$ cat src/rtl/pixie_rgb_out_if.sv
// pixie_rgb_out_if: Pixie pixel/sync stream in, RGB, syncs and frame-geometry status out.
interface pixie_rgb_out_if #(parameter int CNT_W = 10) ();
  logic             ce_pix;
  logic             video;
  logic             HSync;
  logic             VSync;
  logic             HBlank;
  logic             VBlank;
  logic             video_de;
  logic [23:0]      fg_rgb;
  logic [23:0]      bg_rgb;
  logic [23:0]      border_rgb;
  logic             scanlines;
  logic [7:0]       R;
  logic [7:0]       G;
  logic [7:0]       B;
  logic             HS_out;
  logic             VS_out;
  logic             HBL_out;
  logic             VBL_out;
  logic             DE_out;
  logic [CNT_W-1:0] lines_per_frame;
  logic             locked;
  modport master (
    output ce_pix, video, HSync, VSync, HBlank, VBlank, video_de,
           fg_rgb, bg_rgb, border_rgb, scanlines,
    input  R, G, B, HS_out, VS_out, HBL_out, VBL_out, DE_out, lines_per_frame, locked
  );
  modport slave (
    input  ce_pix, video, HSync, VSync, HBlank, VBlank, video_de,
           fg_rgb, bg_rgb, border_rgb, scanlines,
    output R, G, B, HS_out, VS_out, HBL_out, VBL_out, DE_out, lines_per_frame, locked
  );
endinterface

$ cat src/rtl/pixie_rgb_out.sv
// pixie_rgb_out: 2-stage Pixie pixel-to-RGB back end with scanline dimming and frame lock monitor.
module pixie_rgb_out #(
  parameter int LOCK_FRAMES = 3,
  parameter int CNT_W       = 10
) (
  input logic            clk,
  input logic            reset,
  pixie_rgb_out_if.slave bus
);
  logic [23:0]      col1_q, col1_d, rgb_q, rgb_d;
  logic             hs1_q, vs1_q, hbl1_q, vbl1_q, dim1_q, dim1_d;
  logic             hs2_q, vs2_q, hbl2_q, vbl2_q, de2_q;
  logic [CNT_W-1:0] h_q, h_d, v_q, v_d, lpf_q, lpf_d;
  logic [3:0]       stb_q, stb_d;
  logic             lck_q, lck_d;
  logic             vs_rise, hb_rise, hb_fall, match;
  always_comb begin
    col1_d  = (bus.HBlank | bus.VBlank) ? 24'h0 :
              bus.video_de ? (bus.video ? bus.fg_rgb : bus.bg_rgb) : bus.border_rgb;
    dim1_d  = bus.scanlines & v_q[0];
    rgb_d   = dim1_q ? {1'b0, col1_q[23:17], 1'b0, col1_q[15:9], 1'b0, col1_q[7:1]} : col1_q;
    // stage-1 registers double as the previous sample for edge detection
    vs_rise = bus.VSync & ~vs1_q;
    hb_rise = bus.HBlank & ~hbl1_q;
    hb_fall = ~bus.HBlank & hbl1_q;
    h_d     = hb_rise ? '0 : (!bus.HBlank && h_q != '1) ? h_q + 1'b1 : h_q;
    v_d     = vs_rise ? '0 : (hb_fall && !bus.VBlank && v_q != '1) ? v_q + 1'b1 : v_q;
    match   = (v_q != '0) && (v_q == lpf_q);
    stb_d   = !vs_rise ? stb_q : !match ? 4'd0 :
              (stb_q == 4'(LOCK_FRAMES)) ? stb_q : stb_q + 4'd1;
    lpf_d   = vs_rise ? v_q : lpf_q;
    lck_d   = vs_rise ? (stb_d == 4'(LOCK_FRAMES)) : lck_q;
  end
  always_ff @(posedge clk) begin
    if (!reset) begin
      col1_q <= '0;
      hs1_q  <= 1'b0;
      vs1_q  <= 1'b0;
      hbl1_q <= 1'b0;
      vbl1_q <= 1'b0;
      dim1_q <= 1'b0;
      rgb_q  <= '0;
      hs2_q  <= 1'b0;
      vs2_q  <= 1'b0;
      hbl2_q <= 1'b0;
      vbl2_q <= 1'b0;
      de2_q  <= 1'b0;
      h_q    <= '0;
      v_q    <= '0;
      lpf_q  <= '0;
      stb_q  <= '0;
      lck_q  <= 1'b0;
    end else if (bus.ce_pix) begin
      col1_q <= col1_d;
      hs1_q  <= bus.HSync;
      vs1_q  <= bus.VSync;
      hbl1_q <= bus.HBlank;
      vbl1_q <= bus.VBlank;
      dim1_q <= dim1_d;
      rgb_q  <= rgb_d;
      hs2_q  <= hs1_q;
      vs2_q  <= vs1_q;
      hbl2_q <= hbl1_q;
      vbl2_q <= vbl1_q;
      de2_q  <= ~(hbl1_q | vbl1_q);
      h_q    <= h_d;
      v_q    <= v_d;
      lpf_q  <= lpf_d;
      stb_q  <= stb_d;
      lck_q  <= lck_d;
    end
  end
  assign bus.R               = rgb_q[23:16];
  assign bus.G               = rgb_q[15:8];
  assign bus.B               = rgb_q[7:0];
  assign bus.HS_out          = hs2_q;
  assign bus.VS_out          = vs2_q;
  assign bus.HBL_out         = hbl2_q;
  assign bus.VBL_out         = vbl2_q;
  assign bus.DE_out          = de2_q;
  assign bus.lines_per_frame = lpf_q;
  assign bus.locked          = lck_q;
endmodule

$ cat src/flat_wrapper.sv
// flat-port wrapper written by rule: the top's interface ports become plain ports
module pixie_rgb_out_flat 
#(
  parameter int LOCK_FRAMES = 3,
  parameter int CNT_W       = 10
)
  (clk, reset, bus_ce_pix, bus_video, bus_HSync, bus_VSync, bus_HBlank, bus_VBlank, bus_video_de, bus_fg_rgb, bus_bg_rgb, bus_border_rgb, bus_scanlines, bus_R, bus_G, bus_B, bus_HS_out, bus_VS_out, bus_HBL_out, bus_VBL_out, bus_DE_out, bus_lines_per_frame, bus_locked);
  pixie_rgb_out_if #(.CNT_W(CNT_W)) bus_i ();
  input logic clk;
  input logic reset;
  input wire logic [$bits(bus_i.ce_pix)-1:0] bus_ce_pix;
  input wire logic [$bits(bus_i.video)-1:0] bus_video;
  input wire logic [$bits(bus_i.HSync)-1:0] bus_HSync;
  input wire logic [$bits(bus_i.VSync)-1:0] bus_VSync;
  input wire logic [$bits(bus_i.HBlank)-1:0] bus_HBlank;
  input wire logic [$bits(bus_i.VBlank)-1:0] bus_VBlank;
  input wire logic [$bits(bus_i.video_de)-1:0] bus_video_de;
  input wire logic [$bits(bus_i.fg_rgb)-1:0] bus_fg_rgb;
  input wire logic [$bits(bus_i.bg_rgb)-1:0] bus_bg_rgb;
  input wire logic [$bits(bus_i.border_rgb)-1:0] bus_border_rgb;
  input wire logic [$bits(bus_i.scanlines)-1:0] bus_scanlines;
  output wire logic [$bits(bus_i.R)-1:0] bus_R;
  output wire logic [$bits(bus_i.G)-1:0] bus_G;
  output wire logic [$bits(bus_i.B)-1:0] bus_B;
  output wire logic [$bits(bus_i.HS_out)-1:0] bus_HS_out;
  output wire logic [$bits(bus_i.VS_out)-1:0] bus_VS_out;
  output wire logic [$bits(bus_i.HBL_out)-1:0] bus_HBL_out;
  output wire logic [$bits(bus_i.VBL_out)-1:0] bus_VBL_out;
  output wire logic [$bits(bus_i.DE_out)-1:0] bus_DE_out;
  output wire logic [$bits(bus_i.lines_per_frame)-1:0] bus_lines_per_frame;
  output wire logic [$bits(bus_i.locked)-1:0] bus_locked;
  assign bus_i.ce_pix = bus_ce_pix;
  assign bus_i.video = bus_video;
  assign bus_i.HSync = bus_HSync;
  assign bus_i.VSync = bus_VSync;
  assign bus_i.HBlank = bus_HBlank;
  assign bus_i.VBlank = bus_VBlank;
  assign bus_i.video_de = bus_video_de;
  assign bus_i.fg_rgb = bus_fg_rgb;
  assign bus_i.bg_rgb = bus_bg_rgb;
  assign bus_i.border_rgb = bus_border_rgb;
  assign bus_i.scanlines = bus_scanlines;
  assign bus_R = bus_i.R;
  assign bus_G = bus_i.G;
  assign bus_B = bus_i.B;
  assign bus_HS_out = bus_i.HS_out;
  assign bus_VS_out = bus_i.VS_out;
  assign bus_HBL_out = bus_i.HBL_out;
  assign bus_VBL_out = bus_i.VBL_out;
  assign bus_DE_out = bus_i.DE_out;
  assign bus_lines_per_frame = bus_i.lines_per_frame;
  assign bus_locked = bus_i.locked;
  pixie_rgb_out #(.LOCK_FRAMES(LOCK_FRAMES), .CNT_W(CNT_W)) u_core (.clk(clk), .reset(reset), .bus(bus_i));
endmodule
$ cat config.mk
export PLATFORM = sky130hd
export DESIGN_NAME = pixie_rgb_out_flat
export DESIGN_NICKNAME = d
export VERILOG_FILES = /design/src/rtl/pixie_rgb_out_if.sv /design/src/rtl/pixie_rgb_out.sv /design/src/flat_wrapper.sv
export SDC_FILE = /design/constraint.sdc
export NUM_CORES = 1
export LEC_CHECK = 0
export BUFFER_PORTS_ARGS = -buffer_cell sky130_fd_sc_hd__buf_2
export CAP_MARGIN = 20
export CORE_MARGIN = 1.5
export CORE_UTILIZATION = 54
export CTS_BUF_LIST = sky130_fd_sc_hd__clkbuf_2
export CTS_CLUSTER_DIAMETER = 80
export DETAILED_ROUTE_END_ITERATION = 8
export PLACE_DENSITY_LB_ADDON = 0.1
export SKIP_CTS_REPAIR_TIMING = 1
export SYNTH_ARGS = -nofsm -noshare
export SYNTH_HDL_FRONTEND = slang
export SYNTH_SLANG_ARGS = --single-unit
$ cat constraint.sdc
create_clock -name clk -period 2.1 [get_ports clk]
set_input_delay 0.42 -clock clk [delete_from_list [all_inputs] [get_ports clk]]
set_output_delay 0.42 -clock clk [all_outputs]
set_load 0.01 [all_outputs]
Yosys cells after proc, flatten, opt, wreduce, memory -nomap -nowiden
Cells that the tools add are included.

Bits in registers: 83. Logic and storage cells: 47. Input port bits: 82.

$add $sub $neg: 2. Equal/unequal tests: 4. Multiplexer cells: 9. Bitwise operators: 8. Reductions and logical operators: 8.

Operators with widths (number): two-way mux 24 bit (4); two-way mux 10 bit (2); two-way mux 4 bit (3); adder 10 x 1 -> 10 bit, second input constant (1); equality test 10 bit (1); != test 10 bit, second input constant (1); nonzero test 10 bit (1); equality test 4 x 2 -> 1 bit, second input constant (2); adder 4 x 1 -> 4 bit, second input constant (1); AND reduction 2 bit (2); bitwise AND 1 bit (3); logical AND 1 bit (3); NOT 1 bit (3); OR 1 bit (2); nonzero test 2 bit (1); zero test 1 bit (1).

Logic depth before layout (Yosys ltp)
Gate-level depths: netlist (run 1).

Depth after elaboration: 6. Depth in mapped cells: 7. Gate-level depth less buffers: 7.

Worst setup path before layout (run 1)
OpenSTA, ideal clock, no wires.

Path type: flip-flop to flip-flop. From: register u_core.stb_q[0]. To: register u_core.lck_q, in the netlist u_core.bus.locked. Clock period less this slack: 1463 ps. Required time: 2031 ps. Path buffers: 0. Setup time: 69 ps. Arrival time: 1394 ps. Cell stages (with the launch flop): 6. Path slack: 637 ps. Cell sequence: dfxtp_1 -> ha_1 -> nor2b_1 -> or4_1 -> a21o_1 -> o21ai_1.

Cells in the longest elaborated chain, start to end: 5. Elaborated cells on any way between the ends: 6. Those cells by class: add/sub: 1; eq/ne: 2; mux: 3.

Ends and longest elaborated chain: start: declaration (line pixie_rgb_out.sv:14) `logic [3:0] stb_q, stb_d;`; start signal: assignment (line pixie_rgb_out.sv:69) `stb_q <= stb_d;`; adder 4 x 1 -> 4 bit or equality test 4 x 2 -> 1 bit (tied branches) (line pixie_rgb_out.sv:30) `(stb_q == 4'(LOCK_FRAMES)) ? stb_q : stb_q + 4'd1;`; two-way mux 4 bit (line pixie_rgb_out.sv:30); two-way mux 4 bit (line pixie_rgb_out.sv:29) `stb_d = !vs_rise ? stb_q : !match ? 4'd0 :`; two-way mux 4 bit * (line pixie_rgb_out.sv:29); equality test 4 x 2 -> 1 bit * (line pixie_rgb_out.sv:32) `lck_d = vs_rise ? (stb_d == 4'(LOCK_FRAMES)) : lck_q;`; end signal: assignment (line pixie_rgb_out.sv:70) `lck_q <= lck_d;`; end: declaration (line pixie_rgb_out.sv:15) `logic lck_q, lck_d;`.

Mark *: on every way between the ends. The rest lies on a longest branch, timed or not. A chain may end at the register's enable or synchronous reset.

Final worst setup path (run 1)
From: register u_core.v_q[1]. To: register u_core.lck_q, in the netlist u_core.bus.locked.

Cells in the longest elaborated chain, start to end: 5. Elaborated cells on any way between the ends: 6. Those cells by class: eq/ne: 2; mux: 2; reduce/logical: 2.

Ends and longest elaborated chain: start: declaration (line pixie_rgb_out.sv:13) `logic [CNT_W-1:0] h_q, h_d, v_q, v_d, lpf_q, lpf_d;`; start signal: assignment (line pixie_rgb_out.sv:67) `v_q <= v_d;`; equality test 10 bit or nonzero test 10 bit (tied branches) (line pixie_rgb_out.sv:28) `match = (v_q != '0) && (v_q == lpf_q);`; logical AND 1 bit * (line pixie_rgb_out.sv:28); two-way mux 4 bit * (2 in a row) (line pixie_rgb_out.sv:29); equality test 4 x 2 -> 1 bit * (line pixie_rgb_out.sv:32).

Marks and branches as above.

==> out/qor.txt, run 1 <==
Hold Crit Depth: 3
Startpoint types: register
Worst reg2reg path depth: 7
Design area: 5030 µm²
Cell Rows: 32
Gpl congestion: 0.850
Leak pwr: 0.00243 µW
Commonest non-fill, non-tap cell in the layout: buf_2
R2r setup slk: 0.41 ns
GRT Total Usage: 24.8%
Sequential-to-total area share from yosys stat: 38.9%
Tcrit/Tclk final: 80.3%
Post-synth EDFFs: 0
CTS Sinks: 83
Vias per cell: 5.41
CTS buffer count: 9
Synth Flop Type: dfxtp_1
Share of cells above drive strength 1: 27.0%
Violation count after the first detailed-route iteration: 127
Largest family of logic cells by synthesized area: simple AND/OR/NAND/NOR gates
Mux cell area share after synthesis: 9.62%
First-pass GRT wire length: 16900 µm
Cells after Synth: 483
Worst-Margin Slew: 0.662 ns
Synth Area in Compound Gates: 18.8%
Worst-Skew Late Latency: 0.51 ns
Maximum clock frequency: 0.593 GHz
Adder-cell area share of the yosys netlist: 0.880%
Max Transition Viols Final: 0
Yosys warning count: 0
Synthesized net count: 568
Outcome: completed
WL final: 9930 µm
WP data arrival: 2.15 ns
Cell Area, Synth: 4270 µm²
Simple-Gate Fraction of Synth Area: 20.8%
Routed Antenna Nets: 0
CTS Buffer Depth: 2
Drt drc: 0
Largest net degree at the start of global routing: 74
Post-place instance area: 4870 µm²
Placed cell count: 675
Vias: 3738
CTS tree: done
Number of I/O port buffers: 121
Avg WL per Cell: 14.4 µm
Die span in y: 91.9 µm
Setup-failing EPs final: 0
Setup TNS: 0 ns
Worst hold path type: in2reg
Worst VDD drop: 0.419 mV
Antenna cells: 0
Final nets: 669
CP Class: reg2reg
Vias in the first global route: 3651
Clock transition at the registers of the reported paths: 0.22 ns
Area grow syn2layout: 17.8%
H-tree depth: 3
Worst Skew: 0.0244 ns
Post-synth cell types: 51
TritonRoute pass-1 iters: 4
Detailed Place HPWL: 7160 µm
Worst Hold Launch: bus_HSync
Most frequent cells in the layout: buf_2 (121), dfxtp_1 (83), nand2_1 (54)
MaxCap Viol Count: 0
Root Buffer: clkbuf_2
Core area: 7690 µm²
Final std cells w/o fill: 691
FF-to-FF End: u_core.bus.locked
WHS: 0.159 ns
PwrDens: 614 nW/µm²
Share of synthesized flip-flops with an asynchronous set or reset: 0%
WHS Endpoint: u_core.hs1_q
RSZ-0062 raised after global routing: false
Mapped Avg Cell Area: 8.84 µm²
Chip width: 91.9 µm
GRT Residual Overflow: 0
Critical Path RT: 2.57 ns
DIE AREA: 8450 µm²
Fin. Hold Viols: 0
IO Pins: 122
Fraction of synthesized cell area in xor and xnor cells: 3.25%
Max FO, Critical Path: 4
Relative slew slack: 55.9%
Minimum clock period: 1.69 ns
Flop and latch count out of synthesis: 83
Initial antenna violation count: 0
Worst setup EP type: register
R2r startpoint: u_core.v_q[1]
Initial Util: 55.5%
## critical path: stages, from the launching register on
cell,delay [ns]
dfxtp_1,0.46
inv_1,0.16
ha_1,0.21
nor4b_1,0.14
a211oi_1,0.22
a21o_1,0.17
nand4_1,0.15
o21ai_1,0.15
## worst max path at each step
stage / slack [ns] / depth (start not counted) / startpoint / endpoint
finish: 0.41 / 7 / u_core.v_q[1] / u_core.bus.locked
global route: 0.22 / 6 / u_core.v_q[0] / u_core.v_q[8]
CTS: 0.43 / 7 / u_core.v_q[1] / u_core.bus.locked
detailed placement: 0.37 / 7 / bus_video / u_core.col1_q[11]
global placement: 0.42 / 7 / bus_video / u_core.col1_q[11]
floorplan: 0.64 / 5 / u_core.stb_q[0] / u_core.bus.locked
## per-stage QoR
| step | power (µW) | worst slack [ns] | utilization (%) |
|---|---|---|---|
| floorplan | 1920 | 0.637 | - |
| global placement | 2070 | 0.423 | 63.3 |
| detailed placement | 2080 | 0.370 | 63.3 |
| CTS | 3120 | 0.426 | 65.4 |
| global route | 3240 | 0.216 | 65.4 |
| finish | 3090 | 0.415 | 65.4 |
## kinds of logic (layout without fill, tap and decap cells)
group,after synthesis,count (layout)
and+or+nand+nor,159,159
AOI/OAI and AO/OA,114,114
DFF,83,83
buffers and inverters,68,174
muxes,41,41
xor gates and xnor gates,15,15
adders and majority gates,3,3
## power breakdown
group | leakage, µW | switching (µW) | internal, µW
logic | 0.00167 | 205 | 191
clock network | 0.0000898 | 523 | 519
registers | 0.000675 | 25.2 | 1620
## flip-flops by register name, summed over array words and instances (netlist names)
register / flops
u_core.vbl1_q: 1
u_core.bus.HS_out: 1
u_core.bus.VS_out: 1
u_core.bus.HBL_out: 1
u_core.bus.locked: 1
u_core.bus.DE_out: 1
u_core.hs1_q: 1
u_core.rgb_q: 24
u_core.stb_q: 4
u_core.dim1_q: 1
u_core.bus.lines_per_frame: 10
u_core.vs1_q: 1
u_core.hbl1_q: 1
u_core.col1_q: 24
u_core.v_q: 10
u_core.bus.VBL_out: 1
## synthesized netlist by cell type, types with 4 or more instances
cell      number  area share, %
dfxtp_1       83             39
nand2_1       54            4.7
mux2i_1       41            9.6
and2_1        30            4.4
inv_1         27            2.4
o21ai_0       27            3.2
nor2b_1       26            3.8
o22ai_1       25            3.7
o211a_1       21            4.9
o211ai_1      21            3.7
clkbuf_1      18            1.6
nor2_1        14            1.2
nand3_1       10            1.2
xor2_1         9            1.8
buf_2          8           0.94
a21oi_1        7           0.82
buf_6          5            1.3
nand4_1        5           0.73
xnor2_1        5            1.0
buf_1          4           0.35
buf_4          4           0.70
## routing by layer
layer	GRT usage [%]	part of all wire, %
met5	0	0
met4	5.38	1.2
met2	42.4	49
met3	6.22	4.9
met1	31.6	45
## final cells by class
type	count	area, µm²
Clock buffer	11	55.1
Clock inverter	5	101
Fill cell	714	2660
Inverter	28	105
Multi-Input combinational cell	332	2280
Sequential cell	83	1660
Tap cell	102	128
Timing Repair Buffer	130	698
Note: power is estimated with default switching activity, not from simulation.
==> inputs of run 2 (changes only) <==
==> constraint.sdc (replaced) <==
create_clock -name clk -period 1.6 [get_ports clk]
set_input_delay 0.32 -clock clk [delete_from_list [all_inputs] [get_ports clk]]
set_output_delay 0.32 -clock clk [all_outputs]
set_load 0.01 [all_outputs]
==> run 2 against run 1 <==
  * Critical endpoint unchanged
  * Wire length decreased by 2.4%
  * Critical path type unchanged
  * Hold slack got worse by 0.091 ns
  * Highest routed layer unchanged
  * Sequential share of layout area decreased by 0.96 points
  * Utilization increased by 2.6 points
==> out/qor.txt, run 2 (synthesis gave the netlist of run 1 again) <==
Outcome: completed
Core area: 7690 µm² (unchanged)
Antenna cells: 0 (unchanged)
Avg WL per Cell: 13.8 µm (-4.0%)
Worst hold path type: in2reg
Max FO, Critical Path: 5 (+1)
Area grow syn2layout: 22.5%
Clk pwr share: 31.8% (-2.0 points)
Clock transition at the registers of the reported paths: 0.22 ns (about the same)
CTS Sinks: 83 (unchanged)
Worst Skew: 0.0233 ns (-0.00113 ns)
Chip width: 91.9 µm (unchanged)
Gpl congestion: 0.866 (+1.8%)
Vias in the first global route: 3558 (-2.5%)
Comb power frac: 13.7% (+0.9 points)
Tcrit/Tclk final: 98.2% (+18 points)
Largest net degree at the start of global routing: 76 (+2.7%)
Root Buffer: clkbuf_2
Minimum clock period: 1.57 ns (-0.113 ns)
Switching part of the total: 26.1% (+1.7 points)
Worst VDD drop: 0.552 mV (+32%)
CTS buffer count: 9 (unchanged)
Vias per cell: 5.31 (-1.9%)
RSZ-0062 raised after global routing: true
GRT Residual Overflow: 0 (unchanged)
Psw: 1030 µW (+37%)
Drt drc: 0 (unchanged)
Number of I/O port buffers: 121 (unchanged)
Worst-Margin Slew: 0.338 ns (-0.324 ns)
Most frequent cells in the layout: buf_2 (121), dfxtp_1 (74), nand2_1 (54)
Top flop regs: u_core.col1_q x24, u_core.rgb_q x24
MaxCap Viol Count: 0 (unchanged)
Worst-Skew Late Latency: 0.54 ns (+0.03 ns)
Commonest non-fill, non-tap cell in the layout: buf_2
TritonRoute pass-1 iters: 4 (unchanged)
Initial antenna violation count: 0 (unchanged)
IO Pins: 122 (unchanged)
Routed Antenna Nets: 0 (unchanged)
Final nets: 680 (+1.6%)
WP data arrival: 2.05 ns (-0.10 ns)
Setup-failing EPs final: 0 (unchanged)
CP Class: reg2reg
PwrDens: 758 nW/µm² (+23%)
CTS Buffer Depth: 2 (unchanged)
Final std cells w/o fill: 702 (+1.6%)
CTS tree: done
Seq pwr share: 54.5% (+1.1 points)
Cell Rows: 32 (unchanged)
Vias: 3725 (-0.35%)
Worst setup EP type: register
H-tree depth: 3 (unchanged)
Maximum clock frequency: 0.636 GHz (+7.2%)
Violation count after the first detailed-route iteration: 168 (+32%)
Critical Path RT: 2.08 ns (-0.49 ns)
Relative slew slack: 77.5% (+22 points)
First-pass GRT wire length: 16400 µm (-3.2%)
Leak pwr: 0.00251 µW (+3.4%)
Hold Crit Depth: 3 (unchanged)
GRT Total Usage: 24.2% (-0.67 points)
Int Pwr: 2930 µW (+25%)
Share of cells above drive strength 1: 30.7% (+3.7 points)
Placed cell count: 682 (+1.0%)
DIE AREA: 8450 µm² (unchanged)
Die span in y: 91.9 µm (unchanged)
Worst reg2reg path depth: 5 (-2)
WL final: 9690 µm (-2.4%)
Detailed Place HPWL: 6880 µm (-3.9%)
Design area: 5230 µm² (+4.0%)
Post-place instance area: 4980 µm² (+2.4%)
Fin. Hold Viols: 0 (unchanged)
Startpoint types: register
Max Transition Viols Final: 0 (unchanged)
Initial Util: 55.5% (unchanged)
Final core area utilization: 68.0% (+2.6 points)
==> run 2: cell count changes in the layout (fill, tap and decap cells not counted), moves of 3 or more <==
cell     previous run  this run
buf_12              2         7
buf_4               7        11
dfxtp_1            83        74
dfxtp_2             0         7
ha_1                3         0
==> run 2: worst max-delay path, stage by stage (launching register included) <==
cell and delay [ns]:
dfxtp_2 0.39, ha_2 0.31, inv_1 0.04, or4_1 0.51, a21o_1 0.17, o21ai_1 0.10
==> run 2: through the flow <==
step	setup slack (ns)	hold slack, ns	power (µW)	setup TNS (ns)
2_1_floorplan	0.137	0.467	2520	0
3_3_place_gp	0.0742	0.454	2730	0
3_5_place_dp	-0.0575	0.461	2740	-0.0575
4_1_cts	-0.0888	0.0241	4010	-0.0888
5_1_grt	-0.00352	0.00678	4140	-0.00627
6_report	0.0280	0.0677	3960	0
==> run 2: final timing paths <==
check / start / end / slack [ns]
max: u_core.stb_q[1] / u_core.bus.locked / 0.03
min: bus_HSync / u_core.hs1_q / 0.07
max reg2reg: u_core.stb_q[1] / u_core.bus.locked / 0.03
min reg2reg: u_core.bus.locked / u_core.bus.locked / 0.49
==> run 2: final cells by class <==
| type | instances | area [µm²] |
|---|---|---|
| fill | 664 | 2460 |
| sequential | 83 | 1680 |
| inverter | 28 | 108 |
| multi-input combinational | 332 | 2330 |
| clock buffer | 10 | 50.0 |
| clock inverter | 6 | 88.8 |
| tap | 102 | 128 |
| timing repair buffer | 141 | 848 |
==> run 2: power by group through the flow <==
stage | Sequential (µW) | Clock, µW | Combinational (µW)
6_report | 2160 | 1260 | 543
5_1_grt | 2170 | 1370 | 599
4_1_cts | 2170 | 1300 | 540
3_5_place_dp | 2200 | 0 | 538
3_3_place_gp | 2200 | 0 | 530
2_1_floorplan | 2220 | 0 | 306
==> run 2: layer usage <==
layer,track usage [%],routed length (µm),up-vias
met5,0,0,-
met4,6.79,156,0
met3,7.21,395,15
met2,40.4,4760,67
met1,30.1,4370,1740
li1,-,-,1903
